<file path="config.mk">
export PLATFORM = sky130hd
export DESIGN_NAME = replay_mem_arbiter_flat
export DESIGN_NICKNAME = d
export VERILOG_FILES = /design/src/rtl/replay_mem_arbiter_if.sv /design/src/rtl/replay_mem_arbiter.sv /design/src/flat_wrapper.sv
export SDC_FILE = /design/constraint.sdc
export NUM_CORES = 1
export LEC_CHECK = 0
export ABC_AREA = 1
export ABC_CLOCK_PERIOD_IN_PS = 1780
export CORE_ASPECT_RATIO = 1.1
export CORE_MARGIN = 4
export CORE_UTILIZATION = 28
export DETAILED_ROUTE_END_ITERATION = 10
export PLACE_DENSITY = 0.83
export SYNTH_ARGS = -nofsm -noshare
export SYNTH_HDL_FRONTEND = slang
export SYNTH_SLANG_ARGS = --single-unit
</file>
<file path="constraint.sdc">
create_clock -name clk -period 1.78 [get_ports clk]
set_input_delay 0.445 -clock clk [delete_from_list [all_inputs] [get_ports clk]]
set_output_delay 0.445 -clock clk [all_outputs]
set_load 0.005 [all_outputs]
</file>
<file path="src/rtl/replay_mem_arbiter_if.sv">
// Bundle for the replay-memory arbiter: writer and sampler handshakes, SRAM port and fill status.
// master = requesters plus SRAM model side, slave = arbiter side.
interface replay_mem_arbiter_if #(
  parameter int DEPTH = 16,
  parameter int AW    = $clog2(DEPTH),
  parameter int DW    = 32
);
  logic          clear;
  logic          wr_req;
  logic [DW-1:0] wr_data;
  logic          wr_gnt;
  logic          rd_req;
  logic [AW-1:0] rd_idx;
  logic          rd_gnt;
  logic          rd_valid;
  logic [DW-1:0] rd_data;
  logic          rd_err;
  logic          mem_en;
  logic          mem_we;
  logic [AW-1:0] mem_addr;
  logic [DW-1:0] mem_wdata;
  logic [DW-1:0] mem_rdata;
  logic [AW:0]   entry_cnt;
  logic          full;

  modport master (
    output clear, wr_req, wr_data, rd_req, rd_idx, mem_rdata,
    input  wr_gnt, rd_gnt, rd_valid, rd_data, rd_err,
           mem_en, mem_we, mem_addr, mem_wdata, entry_cnt, full
  );

  modport slave (
    input  clear, wr_req, wr_data, rd_req, rd_idx, mem_rdata,
    output wr_gnt, rd_gnt, rd_valid, rd_data, rd_err,
           mem_en, mem_we, mem_addr, mem_wdata, entry_cnt, full
  );
endinterface

</file>
<file path="src/rtl/replay_mem_arbiter.sv">
// Shares one single-port SRAM between the experience writer and the sampler; owns the
// circular write pointer and saturating fill count, returns read data one cycle after grant.
module replay_mem_arbiter #(
  parameter int DEPTH = 16,
  parameter int AW    = $clog2(DEPTH),
  parameter int DW    = 32
) (
  input logic                 clk,
  input logic                 rst,
  replay_mem_arbiter_if.slave bus
);
  localparam logic [AW:0] FULL_CNT = (AW + 1)'(DEPTH);

  logic [AW-1:0] wr_ptr;
  logic [AW:0]   cnt;
  logic          prio;
  logic          rd_pend;
  logic          rd_pend_err;
  logic          blocked;
  logic          in_range;

  always_comb begin
    blocked        = rst | bus.clear;
    in_range       = ({1'b0, bus.rd_idx} < cnt);
    // prio only matters under contention: 0 favours the writer, 1 the sampler
    bus.wr_gnt     = !blocked && bus.wr_req && (!bus.rd_req || !prio);
    bus.rd_gnt     = !blocked && bus.rd_req && (!bus.wr_req || prio);
    bus.mem_en     = 1'b0;
    bus.mem_we     = 1'b0;
    bus.mem_addr   = '0;
    bus.mem_wdata  = '0;
    if (bus.wr_gnt) begin
      bus.mem_en    = 1'b1;
      bus.mem_we    = 1'b1;
      bus.mem_addr  = wr_ptr;
      bus.mem_wdata = bus.wr_data;
    end else if (bus.rd_gnt && in_range) begin
      bus.mem_en   = 1'b1;
      bus.mem_addr = bus.rd_idx;
    end
    bus.rd_valid  = rd_pend;
    bus.rd_err    = rd_pend_err;
    bus.rd_data   = (rd_pend && !rd_pend_err) ? bus.mem_rdata : '0;
    bus.entry_cnt = cnt;
    bus.full      = (cnt == FULL_CNT);
  end

  always_ff @(posedge clk) begin
    if (blocked) begin
      wr_ptr <= '0;
      cnt    <= '0;
      prio   <= 1'b0;
    end else begin
      if (bus.wr_gnt) begin
        wr_ptr <= wr_ptr + 1'b1;
        if (cnt != FULL_CNT) cnt <= cnt + 1'b1;
        prio <= 1'b1;
      end
      if (bus.rd_gnt) prio <= 1'b0;
    end
    // clear alone lets the previous cycle's response through; rst drops it
    if (rst) begin
      rd_pend     <= 1'b0;
      rd_pend_err <= 1'b0;
    end else begin
      rd_pend     <= bus.rd_gnt;
      rd_pend_err <= bus.rd_gnt && !in_range;
    end
  end
endmodule

</file>
<file path="src/flat_wrapper.sv">
// flat-port wrapper written by rule: the top's interface ports become plain ports
module replay_mem_arbiter_flat 
#(
  parameter int DEPTH = 16,
  parameter int AW    = $clog2(DEPTH),
  parameter int DW    = 32
)
  (clk, rst, bus_clear, bus_wr_req, bus_wr_data, bus_rd_req, bus_rd_idx, bus_mem_rdata, bus_wr_gnt, bus_rd_gnt, bus_rd_valid, bus_rd_data, bus_rd_err, bus_mem_en, bus_mem_we, bus_mem_addr, bus_mem_wdata, bus_entry_cnt, bus_full);
  replay_mem_arbiter_if #(.DEPTH(DEPTH), .AW(AW), .DW(DW)) bus_i ();
  input logic clk;
  input logic rst;
  input wire logic [$bits(bus_i.clear)-1:0] bus_clear;
  input wire logic [$bits(bus_i.wr_req)-1:0] bus_wr_req;
  input wire logic [$bits(bus_i.wr_data)-1:0] bus_wr_data;
  input wire logic [$bits(bus_i.rd_req)-1:0] bus_rd_req;
  input wire logic [$bits(bus_i.rd_idx)-1:0] bus_rd_idx;
  input wire logic [$bits(bus_i.mem_rdata)-1:0] bus_mem_rdata;
  output wire logic [$bits(bus_i.wr_gnt)-1:0] bus_wr_gnt;
  output wire logic [$bits(bus_i.rd_gnt)-1:0] bus_rd_gnt;
  output wire logic [$bits(bus_i.rd_valid)-1:0] bus_rd_valid;
  output wire logic [$bits(bus_i.rd_data)-1:0] bus_rd_data;
  output wire logic [$bits(bus_i.rd_err)-1:0] bus_rd_err;
  output wire logic [$bits(bus_i.mem_en)-1:0] bus_mem_en;
  output wire logic [$bits(bus_i.mem_we)-1:0] bus_mem_we;
  output wire logic [$bits(bus_i.mem_addr)-1:0] bus_mem_addr;
  output wire logic [$bits(bus_i.mem_wdata)-1:0] bus_mem_wdata;
  output wire logic [$bits(bus_i.entry_cnt)-1:0] bus_entry_cnt;
  output wire logic [$bits(bus_i.full)-1:0] bus_full;
  assign bus_i.clear = bus_clear;
  assign bus_i.wr_req = bus_wr_req;
  assign bus_i.wr_data = bus_wr_data;
  assign bus_i.rd_req = bus_rd_req;
  assign bus_i.rd_idx = bus_rd_idx;
  assign bus_i.mem_rdata = bus_mem_rdata;
  assign bus_wr_gnt = bus_i.wr_gnt;
  assign bus_rd_gnt = bus_i.rd_gnt;
  assign bus_rd_valid = bus_i.rd_valid;
  assign bus_rd_data = bus_i.rd_data;
  assign bus_rd_err = bus_i.rd_err;
  assign bus_mem_en = bus_i.mem_en;
  assign bus_mem_we = bus_i.mem_we;
  assign bus_mem_addr = bus_i.mem_addr;
  assign bus_mem_wdata = bus_i.mem_wdata;
  assign bus_entry_cnt = bus_i.entry_cnt;
  assign bus_full = bus_i.full;
  replay_mem_arbiter #(.DEPTH(DEPTH), .AW(AW), .DW(DW)) u_core (.clk(clk), .rst(rst), .bus(bus_i));
endmodule
</file>
* Word-level counts from Yosys, hierarchy flattened
Index checks and enable logic that the tools add are counted.
** Storage, ports and cells
- Register bits after elaboration :: 12
- Output and inout bits :: 80
** Cells by class
- Add/sub/neg operators :: 2
- Magnitude comparators :: 1
- Equality and inequality tests :: 2
- Mux-type cells :: 7
- Bitwise operators :: 1
- Reductions and logical operators :: 17
** Operator list (number)
- 2-to-1 mux 32 bit :: 2
- 2-to-1 mux 4 bit :: 2
- logical AND 1 bit :: 7
- logical NOT 1 bit :: 6
- adder 5 x 1 -> 5 bit, second input constant :: 1
- equality test 5 bit, second input constant :: 1
- less-than comparator 4 x 5 -> 1 bit :: 1
- inequality test 5 bit, second input constant :: 1
- adder 4 x 1 -> 4 bit, second input constant :: 1
- 2-to-1 mux 1 bit :: 3
- logical OR 1 bit :: 2
- AND reduction 2 bit :: 1
- OR reduction 2 bit :: 1
- OR 1 bit :: 1

* Longest topological paths before layout
- Depth in word-level cells :: 7
- Depth in mapped cells :: 8

* Least setup slack after synthesis
OpenSTA, ideal clock, no wires.
- Path type :: flip-flop to output port
- Start point :: register u_core.cnt[2], in the netlist u_core.bus.entry_cnt[2]
- End point :: output bus_mem_addr[0]
- Arrival :: 1.300 ns
- Data required time :: 1.335 ns
- Slack :: 0.035 ns
- Cell stages (with the launch flop) :: 9
- Path through :: dfxtp_1 buf_4 inv_1 ha_1 nand2_1 nand2_1 a21boi_2 nand4_1 nand2_1
** Between the ends
- Word-level cells in the longest chain between the ends :: 4
** RTL lines
- from (decl) :: RTL line replay_mem_arbiter.sv:15 : logic [AW:0] cnt;
- from (signal assigned) :: RTL line replay_mem_arbiter.sv:56 : if (cnt != FULL_CNT) cnt <= cnt + 1'b1;
- less-than comparator 4 x 5 -> 1 bit :: RTL line replay_mem_arbiter.sv:24 : in_range = ({1'b0, bus.rd_idx} < cnt);
- logical AND 1 bit :: RTL line replay_mem_arbiter.sv:37 : end else if (bus.rd_gnt && in_range) begin
- 2-to-1 mux 4 bit :: RTL line replay_mem_arbiter.sv:37
- 2-to-1 mux 4 bit :: RTL line replay_mem_arbiter.sv:32 : if (bus.wr_gnt) begin
- to (decl) :: RTL line flat_wrapper.sv:25 : output wire logic [$bits(bus_i.mem_addr)-1:0] bus_mem_addr;
No other way between the ends.

* Worst setup path in the final report
- Start point :: register u_core.cnt[3], in the netlist u_core.bus.entry_cnt[3]
- End point :: output bus_mem_addr[3]
The elaborated chain is that of the path after synthesis.

==> flow_summary_export.csv <==
group,metric,value,unit
setup_path,crit_chain,"inv_2 -> ha_4 -> inv_2 -> nor2_4 -> nand3b_1 -> buf_4 -> nand4_1 -> nand2_1 -> buf_2",
die,boundaryPins,153,
yosys,yosys_warnings,0,
clock_tree,numCtsBuffers,3,
detailed_routing,drt-met1-wl,2.48,mm
clock_tree,clk_path_buf_depth,2,
detailed_routing,wl_met3,692,um
yosys,synth_seq_cells,12,
sta,clock-skew-final,0.969,ps
detailed_routing,vias,2262,
sta,rsz0062_at_grt,"yes",
sta,fin_tns_setup,-3320,ps
placement,place.port_buffers,152,
setup_path,cp_top_family,"simple AND/OR/NAND/NOR gates",
yosys,synthArstFlopShare,0,
sta,finalHoldViolCount,0,
setup_path,cp_max_fo,3,
sta,whs,505,ps
run,maxCapViolations,0,
setup_path,cp.arrival,1620,ps
detailed_routing,wl_per_cell,14.6,um
die,fp.dieH,80.2,um
setup_path,required,1330,ps
detailed_routing,top_layer_used,"met4",
sta,finalSetupViolCount,24,
yosys,netlist_area,1330,um^2
die,die_w,73.6,um
yosys,synth_edf_count,0,
yosys,synth_fp_nets,333,
yosys,synth_top_flop_cell,"dfxtp_1",
clock_tree,cts_tree,"built",
setup_path,worst-setup-path-type,"reg2out",
sta,timing.slew.headroom,0.796,
die,dieArea,5900,um^2
power,p_comb_frac,0.480,
sta,worstMarginPinSlew,304,ps
clock_tree,clock_latency,240,ps
cells_and_area,n_fill_cell,312,
yosys,ys_types,22,
yosys,synth_top_area_cell,"inv_1",
detailed_routing,viasPerCell,4.51,
clock_tree,numClockSinks,12,
sta,worst_slack,-290,ps
detailed_routing,final_antenna_net_count,0,
sta,fmax,483,MHz
worst_hold_path,hold_path_class,"reg2reg",
yosys,syn_area_per_cell,5.22,um^2
power,clockPowerShare,0.245,
yosys,synthTopCellsByCount,"79 x inv_1, 76 x nor2_1, 34 x nand2_1, 12 x dfxtp_1",
grt,antenna_found_initial,0,
yosys,synth_top_area_frac,0.224,
power,p_int,711,uW
die,core_area,4440,um^2
sta,fin_crit_sh,1.16,
grt,grt_pass1_wl,10.7,mm
yosys,synthTopCellsByArea,"inv_1 22%, nor2_1 22%, dfxtp_1 18%",
sta,period_needed,2070,ps
cells_and_area,drive_gt1_frac,0.350,
power,p_sw_frac,0.291,
yosys,yosysMostFrequentCell,"inv_1",
setup_path,cpPeakStageDelay,330,ps
grt,grt_pass1_vias,2249,
die,start_util,0.298,
placement,dpl_cell_area,3110,um^2
detailed_routing,dr.pass1.iters,4,
die,num_rows,25,
power,power.switching,292,uW
clock_tree,root_buffer,"clkbuf_8",
yosys,syn_inst,254,
clock_tree,cts_hold_repair.buffers,0,
grt,grt_max_degree,22,
detailed_routing,drt_iter0_drc,72,
status,status,"finished with violations",
setup_path,worstSetupEndpointType,"output pin",
status,violations,"setup timing",
cells_and_area,area_growth,165,%
setup_path,startpoint_type,"register",
cells_and_area,finalNetCount,529,
clock_tree,clk_pin_slew,50,ps
cells_and_area,fin_util,0.790,
clock_tree,ctsHtreeMaxLevel,1,
setup_path,cp_num_buf_inv,4,
detailed_routing,dr_wl_met2,4.04,mm
grt,grt_usage,0.228,
power,p_leak,0.00194,uW
cells_and_area,stdcell_area,3510,um^2
setup_path,cpMostUsedCell,"inv_2",
cells_and_area,diodes,0,
grt,overflow,0,
detailed_routing,drc,0,
detailed_routing,routed_wirelength,7.33,mm
yosys,synth_seq_area_share,0.181,
setup_path,critPathSlowestCell,"dfxtp_2",
power,power,1000,uW
placement,gp_congestion,0.870,
setup_path,reg2reg_slack,330,ps
power,power_density,286,nW/um^2
power,p_seq_frac,0.275,
power,max-vdd-ir-drop,0.405,mV
sta,drv_slew,0,
placement,dp_hpwl,5.39,mm
[routing by layer]
metal  vias up  global-route usage
met4         0              0.0435
met1      1015               0.232
li1       1113                   -
met5         -                   0
met2       122               0.452
met3        12              0.0626
[logic make-up after synthesis]
family / count (synthesis) / share of synthesized area
and+or+nand+nor: 137 / 0.455
buffers and inverters: 87 / 0.255
AOI/OAI and AO/OA: 12 / 0.0519
DFF: 12 / 0.181
adders and majority gates: 6 / 0.0567
[power groups by stage]
stage,Sequential [uW],Combinational (uW),Clock [uW]
after floorplan,281,103,0
after global placement,281,387,0
after detailed placement,281,395,0
after CTS,275,445,246
after global routing,276,518,262
final,276,482,246
[final timing paths]
check | startpoint | end | depth (start not counted)
setup / recovery | u_core.bus.entry_cnt[3] | bus_mem_addr[3] | 9
hold / removal | u_core.wr_ptr[3] | u_core.wr_ptr[3] | 2
setup reg to reg | u_core.prio | u_core.bus.entry_cnt[0] | 9
hold reg to reg | u_core.wr_ptr[3] | u_core.wr_ptr[3] | 2
[worst reg2reg max path, delay by kind of cell, from the launching register on]
kind	cells	cell delay, ps
AOI/OAI and AO/OA	1	200
and+or+nand+nor	5	410
buffers and inverters	3	400
DFF	1	330
[through the flow]
step | cells | worst slack, ps
global placement | 478 | -940
detailed placement | 478 | -960
global route | 502 | -344
floorplan | 254 | 35.3
CTS | 501 | -260
finish | 502 | -290
[timing repair]
item,CTS,global route
gates resized for setup,262,70
endpoints found under the setup margin,73,50
buffers inserted,17,2
cloned,4,0
endpoints found under the hold margin,0,0
pin swaps,22,19
[layout by cell type (no fill, tap or decap), types with 4 or more instances in the layout]
cell / Yosys / final
nand4_1: 7 / 7
buf_6: 0 / 13
o21ai_0: 4 / 4
nor2_4: 1 / 30
buf_12: 0 / 5
nand3_1: 7 / 6
nand2_2: 5 / 6
clkbuf_2: 0 / 5
inv_1: 79 / 75
buf_4: 2 / 30
dlygate4sd2_1: 0 / 26
clkdlybuf4s15_1: 0 / 6
nor2_2: 2 / 4
buf_2: 3 / 35
clkdlybuf4s50_1: 0 / 71
nor2_1: 76 / 45
a21oi_1: 6 / 6
dfxtp_1: 12 / 7
dfxtp_2: 0 / 5
nand2_1: 34 / 32
[sequential cells by signal (all words and copies together) (netlist names)]
name                  cells
u_core.wr_ptr             4
u_core.bus.rd_err         1
u_core.bus.entry_cnt      5
u_core.bus.rd_valid       1
u_core.prio               1
[layout make-up]
cell class	instances	area, um^2	area share
Timing Repair Buffer	199	1820	0.519
Clock buffer	3	41.3	0.0118
Sequential cell	12	246	0.0703
Tap cell	54	67.6	0.0193
Multi-Input combinational cell	155	1030	0.294
Inverter	79	299	0.0853
Note: power is estimated with default switching activity, not from simulation.
